## config.mk

```make
export PLATFORM = sky130hd
export DESIGN_NAME = cmp_stream_unit
export DESIGN_NICKNAME = d
export VERILOG_FILES = /design/src/rtl/cmp_stream_unit_pkg.sv /design/src/rtl/cmp_stream_unit_core.sv /design/src/rtl/cmp_stream_unit.sv
export SDC_FILE = /design/constraint.sdc
export NUM_CORES = 1
export LEC_CHECK = 0
export CORE_MARGIN = 4
export CORE_UTILIZATION = 38
export CTS_BUF_LIST = sky130_fd_sc_hd__clkbuf_8
export CTS_CLUSTER_DIAMETER = 100
export DETAILED_ROUTE_END_ITERATION = 10
export PLACE_DENSITY_LB_ADDON = 0.12
export SLEW_MARGIN = 20
export SYNTH_ARGS = -nofsm -noshare
export SYNTH_HDL_FRONTEND = slang
export SYNTH_SLANG_ARGS = --single-unit
export TNS_END_PERCENT = 1
```

## constraint.sdc

```tcl
create_clock -name CLK -period 6.9 [get_ports CLK]
set_clock_uncertainty 0.1 [all_clocks]
set_input_delay 0.69 -clock CLK [delete_from_list [all_inputs] [get_ports CLK]]
set_output_delay 0.69 -clock CLK [all_outputs]
set_load 0.01 [all_outputs]
```

## src/rtl/cmp_stream_unit_pkg.sv

```systemverilog
// Shared constants for the streaming compare unit: ALU function codes and
// the small result codes returned by the equality/ordering compares.
package cmp_pkg;

  localparam logic [2:0] FN_NOP  = 3'b000;
  localparam logic [2:0] FN_EQ   = 3'b001;
  localparam logic [2:0] FN_GT   = 3'b010;
  localparam logic [2:0] FN_LT   = 3'b011;
  localparam logic [2:0] FN_RMIN = 3'b100;
  localparam logic [2:0] FN_RMAX = 3'b101;
  localparam logic [2:0] FN_ACLR = 3'b110;
  localparam logic [2:0] FN_RSVD = 3'b111;

  localparam logic [1:0] RES_EQ = 2'd1;
  localparam logic [1:0] RES_GT = 2'd2;
  localparam logic [1:0] RES_LT = 2'd3;

endpackage

```

## src/rtl/cmp_stream_unit_core.sv

```systemverilog
// Combinational magnitude comparator; signed_mode selects two's-complement
// or unsigned interpretation of both operands.
module cmp_core #(
  parameter int IN_DATA_WIDTH = 16
) (
  input  logic [IN_DATA_WIDTH-1:0] x,
  input  logic [IN_DATA_WIDTH-1:0] y,
  input  logic                     signed_mode,
  output logic                     eq,
  output logic                     gt,
  output logic                     lt
);

  // Equality is mode independent; ordering depends on the sign interpretation.
  always_comb begin
    eq = (x == y);
    if (signed_mode) begin
      gt = ($signed(x) > $signed(y));
      lt = ($signed(x) < $signed(y));
    end else begin
      gt = (x > y);
      lt = (x < y);
    end
  end

endmodule

```

## src/rtl/cmp_stream_unit.sv

```systemverilog
// Two-stage pipelined compare / running min-max unit with valid/ready on both
// sides. S1 captures the request, S2 evaluates it and owns the accumulator.
module cmp_stream_unit
  import cmp_pkg::*;
#(
  parameter int IN_DATA_WIDTH  = 16,
  parameter int OUT_DATA_WIDTH = 16
) (
  input  logic                      CLK,
  input  logic                      RST,
  input  logic [IN_DATA_WIDTH-1:0]  A,
  input  logic [IN_DATA_WIDTH-1:0]  B,
  input  logic [2:0]                ALU_FUNC,
  input  logic                      SIGNED_MODE,
  input  logic                      IN_VALID,
  output logic                      IN_READY,
  output logic [OUT_DATA_WIDTH-1:0] CMP_OUT,
  output logic                      CMP_Flag,
  input  logic                      OUT_READY
);

  if (OUT_DATA_WIDTH < IN_DATA_WIDTH) begin : g_width_check
    $error("cmp_stream_unit: OUT_DATA_WIDTH must be >= IN_DATA_WIDTH");
  end

  localparam logic [OUT_DATA_WIDTH-1:0] OUT_ZERO = {OUT_DATA_WIDTH{1'b0}};

  logic                      s1_valid_r;
  logic [IN_DATA_WIDTH-1:0]  s1_a_r;
  logic [IN_DATA_WIDTH-1:0]  s1_b_r;
  logic [2:0]                s1_func_r;
  logic                      s1_signed_r;
  logic                      cmp_flag_r;
  logic [OUT_DATA_WIDTH-1:0] cmp_out_r;
  logic [IN_DATA_WIDTH-1:0]  acc_r;
  logic                      acc_valid_r;
  logic                      err_r;

  logic                      s2_ready_s;
  logic                      s1_ready_s;
  logic                      ab_eq_s, ab_gt_s, ab_lt_s;
  logic                      aa_eq_s, aa_gt_s, aa_lt_s;
  logic [OUT_DATA_WIDTH-1:0] result_s;
  logic [IN_DATA_WIDTH-1:0]  acc_next_s;
  logic                      acc_valid_next_s;
  logic                      err_set_s;

  function automatic logic [OUT_DATA_WIDTH-1:0] extend_acc(
    input logic [IN_DATA_WIDTH-1:0] value,
    input logic                     sgn
  );
    if (sgn) begin
      extend_acc = OUT_DATA_WIDTH'($signed(value));
    end else begin
      extend_acc = OUT_DATA_WIDTH'(value);
    end
  endfunction

  assign s2_ready_s = !cmp_flag_r || OUT_READY;
  assign s1_ready_s = !s1_valid_r || s2_ready_s;
  assign IN_READY   = s1_ready_s;
  assign CMP_Flag   = cmp_flag_r;
  assign CMP_OUT    = cmp_out_r;

  cmp_core #(.IN_DATA_WIDTH(IN_DATA_WIDTH)) u_cmp_ab (
    .x(s1_a_r), .y(s1_b_r), .signed_mode(s1_signed_r),
    .eq(ab_eq_s), .gt(ab_gt_s), .lt(ab_lt_s)
  );

  cmp_core #(.IN_DATA_WIDTH(IN_DATA_WIDTH)) u_cmp_acc (
    .x(s1_a_r), .y(acc_r), .signed_mode(s1_signed_r),
    .eq(aa_eq_s), .gt(aa_gt_s), .lt(aa_lt_s)
  );

  // S2 evaluation of the operation currently held in S1; ties keep acc.
  always_comb begin
    result_s         = OUT_ZERO;
    acc_next_s       = acc_r;
    acc_valid_next_s = acc_valid_r;
    err_set_s        = 1'b0;
    case (s1_func_r)
      FN_EQ: result_s = ab_eq_s ? OUT_DATA_WIDTH'(RES_EQ) : OUT_ZERO;
      FN_GT: result_s = ab_gt_s ? OUT_DATA_WIDTH'(RES_GT) : OUT_ZERO;
      FN_LT: result_s = ab_lt_s ? OUT_DATA_WIDTH'(RES_LT) : OUT_ZERO;
      FN_RMIN: begin
        if (!acc_valid_r || (aa_lt_s && !aa_eq_s)) begin
          acc_next_s = s1_a_r;
        end else begin
          acc_next_s = acc_r;
        end
        acc_valid_next_s = 1'b1;
        result_s         = extend_acc(acc_next_s, s1_signed_r);
      end
      FN_RMAX: begin
        if (!acc_valid_r || (aa_gt_s && !aa_eq_s)) begin
          acc_next_s = s1_a_r;
        end else begin
          acc_next_s = acc_r;
        end
        acc_valid_next_s = 1'b1;
        result_s         = extend_acc(acc_next_s, s1_signed_r);
      end
      FN_ACLR: begin
        acc_next_s       = {IN_DATA_WIDTH{1'b0}};
        acc_valid_next_s = 1'b0;
      end
      FN_RSVD: err_set_s = 1'b1;
      default: result_s = OUT_ZERO;
    endcase
  end

  // Pipeline registers: S1 loads on input transfer, S2 and acc advance only when S2 can accept.
  always_ff @(posedge CLK) begin
    if (RST) begin
      s1_valid_r  <= 1'b0;
      s1_a_r      <= {IN_DATA_WIDTH{1'b0}};
      s1_b_r      <= {IN_DATA_WIDTH{1'b0}};
      s1_func_r   <= 3'b000;
      s1_signed_r <= 1'b0;
      cmp_flag_r  <= 1'b0;
      cmp_out_r   <= OUT_ZERO;
      acc_r       <= {IN_DATA_WIDTH{1'b0}};
      acc_valid_r <= 1'b0;
      err_r       <= 1'b0;
    end else begin
      if (s1_ready_s) begin
        s1_valid_r <= IN_VALID;
        if (IN_VALID) begin
          s1_a_r      <= A;
          s1_b_r      <= B;
          s1_func_r   <= ALU_FUNC;
          s1_signed_r <= SIGNED_MODE;
        end
      end
      if (s2_ready_s) begin
        cmp_flag_r <= s1_valid_r;
        if (s1_valid_r) begin
          cmp_out_r   <= result_s;
          acc_r       <= acc_next_s;
          acc_valid_r <= acc_valid_next_s;
          err_r       <= err_r | err_set_s;
        end
      end
    end
  end

endmodule

```

==> impl_metrics.csv, run 1 <==
group,metric,value,unit
synthesis,synth_edf_count,0,
cts,cts-root-buf,"clkbuf_8",
critical_path,rr_worst_depth,7,
routing,route.detailed.drc,0,
pwr,power_frac_seq,45.1,%
flow_run,drv_cap,0,
cts,postCtsSetupBuffers,0,
cells_and_area,fill_cells,988,
floorplanning,core,9680,sq um
cts,clk_latency,350,ps
grt,antenna_found_initial,0,
synthesis,async_flop_share,0,%
synthesis,yosys_warnings,0,
place,dp.final_hpwl,6.28,mm
grt,first_global_vias,3033,
critical_path,crit_arrival,3540,ps
synthesis,ys_types,56,
grt,groute.usage.overall,16.0,%
critical_path,worst_ep_required_time,7090,ps
cts,max-clock-path-buffers,2,
routing,ant_nets,0,
synthesis,synth_area_leaders,"dfxtp_1 38%, ha_1 11%, nand2_1 8.9%, a21oi_1 6.4%, a221o_1 3.7%",
critical_path,critical_path_class,"flop to flop",
timing,fin_crit,3350,ps
grt,grt_remaining_overflow,0,
cts,clk_pin_slew,80,ps
status,status,"finished clean",
critical_path,reg2reg_to,"CMP_OUT[13]",
pwr,vdd_ir_drop_max,98.1,uV
cts,numCtsBuffers,9,
pwr,pwr_density_cell,212,nW/um^2
cells_and_area,syn_to_final_growth,22.7,%
synthesis,ys_seq_elements,71,
floorplanning,die_h,107,um
synthesis,synth_ff_type,"dfxtp_1",
cts,post_cts_resize_count,0,
floorplanning,start_util,38.8,%
cells_and_area,seq_area,1420,sq um
floorplanning,io_pins,58,
place,io_buffers,57,
critical_path,endpoint_kind,"flop",
routing,routed_wl,8.88,mm
grt,grt_start_max_net_pins,62,
pwr,finalPower,0.000976,W
critical_path,crit_fanout,28,
floorplanning,die_w,107,um
cells_and_area,mostFrequentLayoutCell,"nand2_1",
synthesis,syn_avg_cell_area,8.55,sq um
timing,slew_headroom,31.7,%
cells_and_area,layout.nets,554,
cells_and_area,layout_common_cells,"88 x nand2_1, 71 x dfxtp_1, 56 x clkdlybuf4s50_1, 48 x a21oi_1",
timing,setup_viol,0,
hold_path,min_path_type,"flop to flop",
synthesis,yosysTopAreaCellShare,37.9,%
timing,rsz0062_at_grt,"false",
critical_path,rrSetupSlack,3550,ps
synthesis,postSynthNetCount,511,
cells_and_area,multi_input_area,2090,sq um
pwr,power_frac_comb,15.6,%
synthesis,synth-seq-area-share,37.9,%
cts,clkSinkCount,71,
cells_and_area,num_antenna_cells,0,
pwr,switchingPower,0.000261,W
timing,finalCritPeriodShare,48.6,%
timing,max_freq,298,MHz
place,gp_congestion,0.818,
grt,grt_pass1_wl,14.9,mm
cts,cts_tree,"yes",
cts,h-tree-depth,3,
critical_path,worstReg2RegStart,"s1_a_r[3]",
critical_path,start_kind,"flop",
cells_and_area,drive_gt1_share,7.19,%
critical_path,startpoint,"s1_a_r[3]",
routing,viasPerCell,5.10,
pwr,p_leak,1.66,nW
pwr,switching_share,26.8,%
timing,slew_violations,0,
floorplanning,rows,36,
timing,finalHoldViolCount,0,
floorplanning,die_area,11500,sq um
timing,setup-tns-final,0,ps
critical_path,endpoint,"CMP_OUT[13]",
synthesis,syn_inst,439,
routing,vias,3164,
routing,wl_per_cell,14.3,um
pwr,pwr-share-clk,39.2,%
synthesis,synth_top_area_cell,"dfxtp_1",
timing,tightest_slew,1020,ps
routing,drt_pre_antenna_iters,6,
cts,postCtsHoldBufs,0,
synthesis,netlist_area,3750,sq um
pwr,intPower,0.000715,W
routing,drt_iter0_drc,126,
[logic make-up after synthesis]
| kind of cell | share of synthesized area, % |
|---|---|
| AOI/OAI and AO/OA | 21.5 |
| xor gates and xnor gates | 0.467 |
| adders and majority gates | 10.7 |
| buffers and inverters | 6.46 |
| DFF | 37.9 |
| muxes | 2.37 |
| and+or+nand+nor | 20.7 |
[sequential cells by signal, summed over array words and instances, names as in the netlist]
signal       count
CMP_OUT         16
acc_r           16
s1_a_r          16
s1_b_r          16
s1_func_r        3
CMP_Flag         1
acc_valid_r      1
s1_signed_r      1
s1_valid_r       1
[worst max-delay path: stages (launching register included)]
cell and delay [ps]:
dfxtp_1 500, ha_1 320, a21oi_1 240, a2111oi_4 140
nor3_4 260, mux2i_4 590, o21a_1 850, a221o_1 270
[power by group through the flow]
stage	clock network (W)	logic (W)	registers, W
after global placement	0	0.000150	0.000450
after CTS	0.000395	0.000154	0.000441
after global routing	0.000411	0.000170	0.000443
after floorplan	0	0.000109	0.000442
after detailed placement	0	0.000153	0.000450
final	0.000383	0.000153	0.000441
[worst min-delay path by stage]
stage	start	end	slack (ps)	depth (start not counted)
after floorplan	s1_b_r[10]	s1_b_r[10]	340	2
after global placement	s1_b_r[7]	s1_b_r[7]	350	2
after detailed placement	s1_b_r[2]	s1_b_r[2]	350	2
after CTS	s1_b_r[2]	s1_b_r[2]	360	2
after global routing	s1_b_r[15]	s1_b_r[15]	370	2
final	s1_b_r[11]	s1_b_r[11]	360	2
[stage by stage]
step / cell area (sq um) / util [%] / cells / hold WS, ps / worst slack (ps)
5_1_grt: 4610 / 47.6 / 620 / 373 / 3260
2_1_floorplan: 3750 / - / 439 / 336 / 4350
4_1_cts: 4600 / 47.5 / 620 / 359 / 3560
3_5_place_dp: 4370 / 45.1 / 604 / 347 / 3580
3_3_place_gp: 4370 / 45.1 / 604 / 346 / 3620
6_report: 4610 / 47.6 / 620 / 360 / 3550
[final cells by class]
type	count	share of cell area, %
Clock buffer	11	3.29
Inverter	33	2.69
Tap cell	133	3.61
Clock inverter	5	1.74
Timing Repair Buffer	57	12.3
Multi-Input combinational cell	310	45.5
Sequential cell	71	30.9
[synthesized netlist by cell type (all sizes together) (2+ instances only)]
| cell | count |
|---|---|
| nor2b | 4 |
| o22ai | 2 |
| nand4 | 8 |
| and2 | 2 |
| a21oi | 49 |
| mux2 | 3 |
| nor2 | 10 |
| xor2 | 2 |
| nand3 | 5 |
| ha | 32 |
| dfxtp | 71 |
| o21ai | 6 |
| clkbuf | 19 |
| mux2i | 3 |
| or3 | 15 |
| nor3 | 17 |
| o21a | 3 |
| a211oi | 4 |
| nand2 | 89 |
| nor4 | 3 |
| a2111oi | 3 |
| o211ai | 2 |
| nand2b | 2 |
| a21o | 4 |
| a221o | 14 |
| inv | 33 |
| a22o | 15 |
| buf | 6 |
[layer usage]
layer	vias to the layer above	wire length, um	track usage, %
met5	-	0	0
met4	0	127	4.87
met3	10	338	3.30
met2	57	3770	23.5
met1	1454	4650	23.5
li1	1643	-	-
Power figures use the tool's default switching activity.
==> inputs of run 2 (changes only) <==
Clock period 6.9 ns to 2.8 ns, I/O delays scaled along.
==> run 2 against run 1 <==
Net effect:
- power grew 130%
- sequential share of layout area decreased by 1.1 points
- first-iteration DRC count up 21%
- critical endpoint is now CMP_OUT[1]
- largest cell class unchanged
==> impl_metrics.csv, run 2 (synthesis gave the netlist of run 1 again) <==
group,metric,value,unit
cts,h-tree-depth,3,
cts,max-clock-path-buffers,2,
grt,grt_remaining_overflow,0,
pwr,power_frac_seq,48.1,%
timing,fin_crit,2700,ps
pwr,intPower,0.00158,W
critical_path,critical_path_class,"flop to flop",
grt,first_global_vias,3226,
cts,clk_latency,340,ps
hold_path,holdPathStages,2,
critical_path,crit_buf_inv,1,
timing,slew_violations,0,
floorplanning,die_h,107,um
timing,finalCritPeriodShare,96.4,%
pwr,pwr-share-clk,31.9,%
cts,cts_tree,"yes",
critical_path,worst_ep_required_time,2970,ps
cells_and_area,syn_to_final_growth,27.5,%
timing,layout_setup_ws,101,ps
cts,clkSinkCount,71,
pwr,switchingPower,0.000646,W
hold_path,min_path_type,"flop to flop",
critical_path,cp.depth,9,
critical_path,path_cells,"buf_4 -> ha_1 -> nor2b_1 -> o211ai_1 -> a2111oi_0 -> o32a_1 -> mux2i_1 -> a211oi_1 -> o21ai_1",
grt,antenna_found_initial,0,
status,status,"finished clean",
cts,postCtsHoldBufs,0,
grt,grt_pass1_wl,15.6,mm
critical_path,max_stage_delay,680,ps
critical_path,rr_worst_depth,9,
cts,cts-root-buf,"clkbuf_8",
pwr,switching_share,29.0,%
routing,routed_wl,9.70,mm
floorplanning,start_util,38.8,%
critical_path,crit_arrival,2870,ps
timing,setup-tns-final,0,ps
pwr,pwr_density_cell,465,nW/um^2
cells_and_area,drive_gt1_share,13.4,%
floorplanning,io_pins,58,
routing,route.detailed.drc,0,
place,gp_congestion,0.803,
flow_run,drv_cap,0,
cells_and_area,layout_common_cells,"89 x nand2_1, 69 x dfxtp_1, 56 x clkdlybuf4s50_1, 47 x a21oi_1, 33 x inv_1",
cts,clk_pin_slew,80,ps
pwr,p_leak,1.79,nW
timing,max_freq,370,MHz
routing,ant_nets,0,
routing,drt_iter0_drc,152,
grt,groute.usage.overall,17.1,%
place,dp.final_hpwl,7.18,mm
grt,grt_start_max_net_pins,49,
critical_path,crit_slowest_cell,"a2111oi_0",
critical_path,endpoint_kind,"flop",
cells_and_area,mostFrequentLayoutCell,"nand2_1",
critical_path,start_kind,"flop",
cts,numCtsBuffers,9,
timing,slew_headroom,48.9,%
routing,wl_per_cell,15.0,um
pwr,power_frac_comb,20.0,%
floorplanning,die_area,11500,sq um
routing,viasPerCell,5.15,
cells_and_area,num_antenna_cells,0,
cells_and_area,fill_cells,929,
cells_and_area,layout.nets,582,
place,io_buffers,57,
critical_path,crit_fanout,5,
timing,setup_viol,0,
timing,tightest_slew,747,ps
floorplanning,core,9680,sq um
critical_path,cp_top_family,"compound AO/OA/AOI/OAI gates",
routing,drt_pre_antenna_iters,4,
floorplanning,die_w,107,um
floorplanning,rows,36,
pwr,vdd_ir_drop_max,240,uV
timing,finalHoldViolCount,0,
place,place_ws,95.4,ps
routing,vias,3335,
-- run 2: cell count changes in the layout (fill, tap and decap cells not counted), moves of 2 or more --
cell / delta
dfxtp_2: +2
bufinv_16: -2
dfxtp_1: -2
buf_4: +27
clkinv_2: +2
-- run 2: layout make-up --
| class | count | area, sq um | area share (%) |
|---|---|---|---|
| Sequential cell | 71 | 1420 | 29.7 |
| Timing Repair Buffer | 85 | 776 | 16.2 |
| Clock buffer | 10 | 138 | 2.87 |
| Inverter | 33 | 124 | 2.59 |
| Tap cell | 133 | 166 | 3.48 |
| Multi-Input combinational cell | 310 | 2130 | 44.6 |
| Clock inverter | 5 | 26.3 | 0.549 |
-- run 2: per-layer routing --
layer	routed length [um]	global-route usage, %
met5	0	0
met4	124	5.68
met3	543	3.54
met2	4190	25.7
met1	4840	24.4
-- run 2: power groups by stage --
stage	clock network (W)	logic [W]	registers [W]
after floorplan	0	0.000270	0.00109
after global placement	0	0.000429	0.00109
after detailed placement	0	0.000434	0.00109
after CTS	0.000733	0.000437	0.00107
after global routing	0.000777	0.000491	0.00108
final	0.000711	0.000446	0.00107
-- run 2: worst paths after layout --
check            start          to  slack (ps)
max          s1_a_r[1]  CMP_OUT[1]         100
min          s1_b_r[8]   s1_b_r[8]         360
max reg2reg  s1_a_r[1]  CMP_OUT[1]         100
min reg2reg  s1_b_r[8]   s1_b_r[8]         360
-- run 2: repair_timing --
action	in CTS	in global routing
buffers inserted	0	2
resized for setup	0	9
endpoints found under the setup margin	0	12
-- run 2: worst min-delay path: stages (launching register included) --
cell and delay (ps):
dfxtp_1 310, nand2_1 50, a21oi_1 50
-- run 2: through the flow --
step | hold slack, ps | util, % | cells | area [sq um] | power (W)
floorplan | 297 | - | 439 | 3750 | 0.00136
global placement | 345 | 47.1 | 630 | 4560 | 0.00152
detailed placement | 348 | 47.1 | 630 | 4560 | 0.00153
CTS | 350 | 48.8 | 645 | 4730 | 0.00224
global route | 364 | 49.4 | 647 | 4790 | 0.00234
finish | 358 | 49.4 | 647 | 4790 | 0.00223
==> inputs of run 3 (changes only) <==
Settings changed: CTS_CLUSTER_SIZE set to 40.
==> results of run 3 <==
Same layout as run 2: the final DEF is identical, and so are final timing and power.
